<file path="config.mk">
export PLATFORM = sky130hd
export DESIGN_NAME = mem_port_arbiter
export DESIGN_NICKNAME = d
export VERILOG_FILES = /design/src/rtl/mem_port_arbiter.sv
export SDC_FILE = /design/constraint.sdc
export NUM_CORES = 1
export LEC_CHECK = 0
export ABC_AREA = 1
export CORE_MARGIN = 5
export CORE_UTILIZATION = 45
export CTS_BUF_LIST = sky130_fd_sc_hd__clkbuf_8 sky130_fd_sc_hd__clkbuf_16
export DETAILED_ROUTE_END_ITERATION = 10
export HOLD_SLACK_MARGIN = 0.08
export PLACE_DENSITY = 0.77
export SKIP_CTS_REPAIR_TIMING = 1
export SLEW_MARGIN = 15
export SYNTH_ARGS = -nofsm -noshare
export SYNTH_HDL_FRONTEND = slang
export SYNTH_SLANG_ARGS = --single-unit
</file>
<file path="constraint.sdc">
create_clock -name clk -period 2.1 [get_ports clk]
set_clock_uncertainty 0.1 [all_clocks]
set_input_delay 0.63 -clock clk [delete_from_list [all_inputs] [get_ports clk]]
set_output_delay 0.63 -clock clk [all_outputs]
set_load 0.1 [all_outputs]
</file>
<file path="src/rtl/mem_port_arbiter.sv">
// mem_port_arbiter
//
// Shares the CPU's single memory port between the instruction-fetch requester
// and the load/store requester. Each access is one strobe, held until the
// memory answers with inputReady or the wait timeout expires. The access then
// finishes with a one-cycle DONE state that carries the requester's ack (and
// err on timeout). The next IDLE cycle can grant again, so strobes are always
// separated by at least two low cycles.
//
// Ports:
//   clk, reset_n                  clock (rising edge), async active-low reset
//   if_req/if_addr                fetch request (level) and address
//   if_ack/if_rdata               fetch completion pulse and fetched word
//   d_req/d_we/d_addr/d_wdata     data request (level), 1 = store, address, store data
//   d_ack/d_rdata                 data completion pulse and load result
//   err                           high with the ack of an access that timed out
//   readM/writeM/address/data_out memory strobes, address and write data
//   data_in/inputReady            memory read data and completion
//   fetch_count                   number of successful fetches (wraps)
module mem_port_arbiter #(
   parameter int WORD_SIZE      = 16,
   parameter int TIMEOUT_CYCLES = 64,
   parameter int STARVE_LIMIT   = 4
) (
   input  logic                 clk,
   input  logic                 reset_n,
   input  logic                 if_req,
   input  logic [WORD_SIZE-1:0] if_addr,
   output logic                 if_ack,
   output logic [WORD_SIZE-1:0] if_rdata,
   input  logic                 d_req,
   input  logic                 d_we,
   input  logic [WORD_SIZE-1:0] d_addr,
   input  logic [WORD_SIZE-1:0] d_wdata,
   output logic                 d_ack,
   output logic [WORD_SIZE-1:0] d_rdata,
   output logic                 err,
   output logic                 readM,
   output logic                 writeM,
   output logic [WORD_SIZE-1:0] address,
   output logic [WORD_SIZE-1:0] data_out,
   input  logic [WORD_SIZE-1:0] data_in,
   input  logic                 inputReady,
   output logic [WORD_SIZE-1:0] fetch_count
);

   localparam int TW = (TIMEOUT_CYCLES > 2) ? $clog2(TIMEOUT_CYCLES) : 1;
   localparam int SW = $clog2(STARVE_LIMIT + 1);
   localparam logic [TW-1:0] TMO_LAST   = TW'(TIMEOUT_CYCLES - 1);
   localparam logic [SW-1:0] STARVE_MAX = SW'(STARVE_LIMIT);

   typedef enum logic [2:0] {IDLE, FETCH, LOAD, STORE, DONE} state_t;

   state_t               state_reg, state_next;
   logic [WORD_SIZE-1:0] address_reg, data_out_reg, if_rdata_reg, d_rdata_reg;
   logic [WORD_SIZE-1:0] fetch_count_reg;
   logic [TW-1:0]        tmo_reg;
   logic [SW-1:0]        starve_reg;
   logic                 err_reg;
   logic                 ack_data_reg;   // 1: current access belongs to the data requester

   logic wait_state, complete, timed_out, grant_fetch, grant_data, fetch_forced;

   // Grant and completion decode shared by the next-state and datapath logic.
   always_comb begin
      wait_state   = (state_reg == FETCH) || (state_reg == LOAD) || (state_reg == STORE);
      complete     = wait_state && inputReady;
      // inputReady on the expiry edge wins, so expiry requires !inputReady.
      timed_out    = wait_state && !inputReady && (tmo_reg == TMO_LAST);
      fetch_forced = if_req && (starve_reg == STARVE_MAX);
      grant_fetch  = (state_reg == IDLE) && if_req && (fetch_forced || !d_req);
      grant_data   = (state_reg == IDLE) && d_req && !fetch_forced;
   end

   // State register
   always_ff @(posedge clk or negedge reset_n) begin
      if (!reset_n) state_reg <= IDLE;
      else          state_reg <= state_next;
   end

   // Next-state logic
   always_comb begin
      state_next = state_reg;
      case (state_reg)
         IDLE: begin
            if (grant_fetch)     state_next = FETCH;
            else if (grant_data) state_next = d_we ? STORE : LOAD;
         end
         FETCH, LOAD, STORE: begin
            if (complete || timed_out) state_next = DONE;
         end
         DONE:    state_next = IDLE;
         default: state_next = IDLE;
      endcase
   end

   // Output logic: strobes and acks are pure state decodes, so reset clears
   // them the moment reset_n falls.
   always_comb begin
      readM  = (state_reg == FETCH) || (state_reg == LOAD);
      writeM = (state_reg == STORE);
      if_ack = (state_reg == DONE) && !ack_data_reg;
      d_ack  = (state_reg == DONE) && ack_data_reg;
      err    = (state_reg == DONE) && err_reg;
   end

   // Datapath: latched request, wait/starve counters, read-data capture.
   always_ff @(posedge clk or negedge reset_n) begin
      if (!reset_n) begin
         address_reg     <= '0;
         data_out_reg    <= '0;
         if_rdata_reg    <= '0;
         d_rdata_reg     <= '0;
         fetch_count_reg <= '0;
         tmo_reg         <= '0;
         starve_reg      <= '0;
         err_reg         <= 1'b0;
         ack_data_reg    <= 1'b0;
      end else begin
         if (grant_fetch) begin
            address_reg  <= if_addr;
            ack_data_reg <= 1'b0;
            tmo_reg      <= '0;
            starve_reg   <= '0;
         end else if (grant_data) begin
            address_reg  <= d_addr;
            ack_data_reg <= 1'b1;
            tmo_reg      <= '0;
            if (d_we) data_out_reg <= d_wdata;
            // Count data grants that made a waiting fetch stand aside.
            if (!if_req)                      starve_reg <= '0;
            else if (starve_reg < STARVE_MAX) starve_reg <= starve_reg + 1'b1;
         end

         if (complete) begin
            err_reg <= 1'b0;
            if (state_reg == FETCH) begin
               if_rdata_reg    <= data_in;
               fetch_count_reg <= fetch_count_reg + 1'b1;
            end else if (state_reg == LOAD) begin
               d_rdata_reg <= data_in;
            end
         end else if (timed_out) begin
            err_reg <= 1'b1;
         end else if (wait_state) begin
            tmo_reg <= tmo_reg + 1'b1;
         end
      end
   end

   assign address     = address_reg;
   assign data_out    = data_out_reg;
   assign if_rdata    = if_rdata_reg;
   assign d_rdata     = d_rdata_reg;
   assign fetch_count = fetch_count_reg;

endmodule

</file>
==> impl_results.md <==
* FF+latch area at about 2400 µm²
* DR WL/cell at approximately 14 µm
* CP arrival at 1440 ps
* H-Tree Depth at 3
* Rows at 36
* # setup viols final at 4
* Number of global-route vias before repair at roughly 4100
* Netlist Area Pre-Place at 4430 µm²
* Die Span X at roughly 110 µm
* Worst Slack Setup Final at -70.2 ps
* Total clock sinks at 94
* Slew @ Worst Pin at 525 ps
* FFs w/ async S/R, synth at 100%
* Die height at 109 µm
* CORE AREA at around 9700 µm²
* Status: complete, but fails checks
* Clock buffer depth at 2
* Period utilization at 103%
* Global-route wire length before repair at 19600 µm
* 1st-pass router iterations at 5
* TNS Setup at -191 ps
* Sequential fraction of the synthesis area at 53.1%
* RSZ-0062 raised after global routing: true
* Mean area per synthesized cell at approximately 8.1 µm²
* HP Class: input pin to async pin
* CTS tree: done
* Yosys warning count at 0
* Pre-CTS setup slack at -136 ps
* Pin count of the biggest net entering global routing at 95
* Area of the multi-input gates at ~1700 µm²
* Critical path class: flip-flop to output port
* CP required at around 1400 ps
* Initial Utilization at 45.8%
* Clk_lat worst skew at about 370 ps
* Cells after Synth at 546
* Diodes inserted at 0
* Crit path time final at 2170 ps
* CTS root buf: clkbuf_8
* I/O pins at approximately 160
* Number of synthesized register bits at 94
* Clock slew at reported path FFs at 100 ps
* EDFF count, synth at 0
* Post-route ant nets at 0
* Grt ovf at 0
* Failing checks: negative setup slack
* Initial DRC count at around 320
* Fill cells at between 600 and 700
* Final Slew Violations at 0
* Die area at 11900 µm²
* Max_cap viols at 0
* Layout cell share with drive strength beyond 1 at 21.9%
* Syn Nets at 620
* Post-synth cell types at 29
* Max-slew headroom at 65.0%
* Port Buffers at 154
* Final WL at roughly 12000 µm
* P&R area growth vs syn at 66.7%
* Initial antenna violation count at 0
* DR DRC count at 0
* CP Max Fanout at 4
* CP Capture Type: output port
* Final Hold Viols at 0
* Placer Congestion at 0.846
* Tot GR Track Use at approximately a fifth
* HPWL after DPL at 9140 µm
* Vias per inst at 4.86
* Routed vias at slightly above 4000
* CP Launch Type: flip-flop
* Fin nets at between 700 and 800
* Ys flop type: dfrtp_1
* Fmax at about 460 MHz
* CTS buffer count at 9
## layer usage
| metal | share of wire (%) | vias to the layer above | global-route usage (%) |
|---|---|---|---|
| li1 | - | 2009 | - |
| met3 | 8.2 | 19 | 4.56 |
| met5 | 0 | - | 0 |
| met4 | 1.6 | 0 | 6.32 |
| met2 | 50 | 201 | 35.2 |
| met1 | 40 | 1916 | 26.8 |
## cell type report
type	instances	share of cell area, %
Clock buffer	9	1.68
Clock inverter	6	1.19
Inverter	81	4.15
Multi-Input combinational cell	354	23.3
Sequential cell	94	31.9
Tap cell	133	2.25
Timing Repair Buffer	176	35.5
## synth_stat cells (3+ instances only)
| library cell | number | share of area, % |
|---|---|---|
| nand2_1 | 188 | 16 |
| dfrtp_1 | 94 | 53 |
| inv_1 | 80 | 6.8 |
| nand3_1 | 50 | 5.6 |
| o21ai_0 | 43 | 4.9 |
| nor2_1 | 30 | 2.5 |
| nand2_2 | 9 | 1.3 |
| clkbuf_1 | 7 | 0.59 |
| xnor2_1 | 6 | 1.2 |
| buf_4 | 4 | 0.68 |
| ha_1 | 4 | 1.1 |
| nor2_4 | 4 | 1.0 |
| buf_2 | 3 | 0.34 |
| nand4_1 | 3 | 0.42 |
## worst paths after layout
path / end / depth (start not counted) / slack [ps] / start
worst max-delay path: readM / 5 / -70 / state_reg[2]
min in group clk: starve_reg[0] / 2 / 420 / starve_reg[0]
max in group asynchronous: fetch_count[0] / 2 / 1260 / reset_n
worst min-delay path: fetch_count[14] / 2 / 160 / reset_n
worst max register to register: address[11] / 9 / 350 / state_reg[0]
worst min register to register: starve_reg[0] / 2 / 420 / starve_reg[0]
## layout by cell type (no fill, tap or decap), types with 4 or more instances in the layout
cell type / count
buf_12: 90
dfrtp_1: 89
nand2_1: 186
xnor2_1: 6
nor2_4: 8
clkdlybuf4s50_1: 68
nand3_1: 50
clkbuf_8: 9
buf_4: 16
nor2_1: 26
dfrtp_2: 5
ha_1: 4
inv_1: 79
o21ai_0: 43
nand2_2: 10
## kinds of logic (layout without fill, tap and decap cells)
| family | Yosys count | after routing | share of synthesized area [%] |
|---|---|---|---|
| simple gates | 292 | 292 | 29.1 |
| xor+xnor | 8 | 8 | 1.58 |
| buf+inv | 98 | 272 | 9.31 |
| compound gates | 50 | 50 | 5.84 |
| flops | 94 | 94 | 53.1 |
| fa+ha+maj | 4 | 4 | 1.13 |
## per-stage QoR
step           hold slack, ps  cell area (µm²)  cells  util [%]
3_5_place_dp              404             7070    831      73.0
4_1_cts                   226             7290    846      75.2
5_1_grt                   232             7390    853      76.3
2_1_floorplan             234             4450    546         -
6_report                  156             7390    853      76.3
3_3_place_gp              383             7070    831      73.0
## worst max-delay path: stages, from the launching register on
cell and delay [ps]:
dfrtp_1 450, inv_2 90, nand2_2 50, nor2_1 150, or2_4 160, buf_12 170
Power is not shown: default switching activity piles up to over one toggle a cycle in this logic, so the estimate is an artifact.
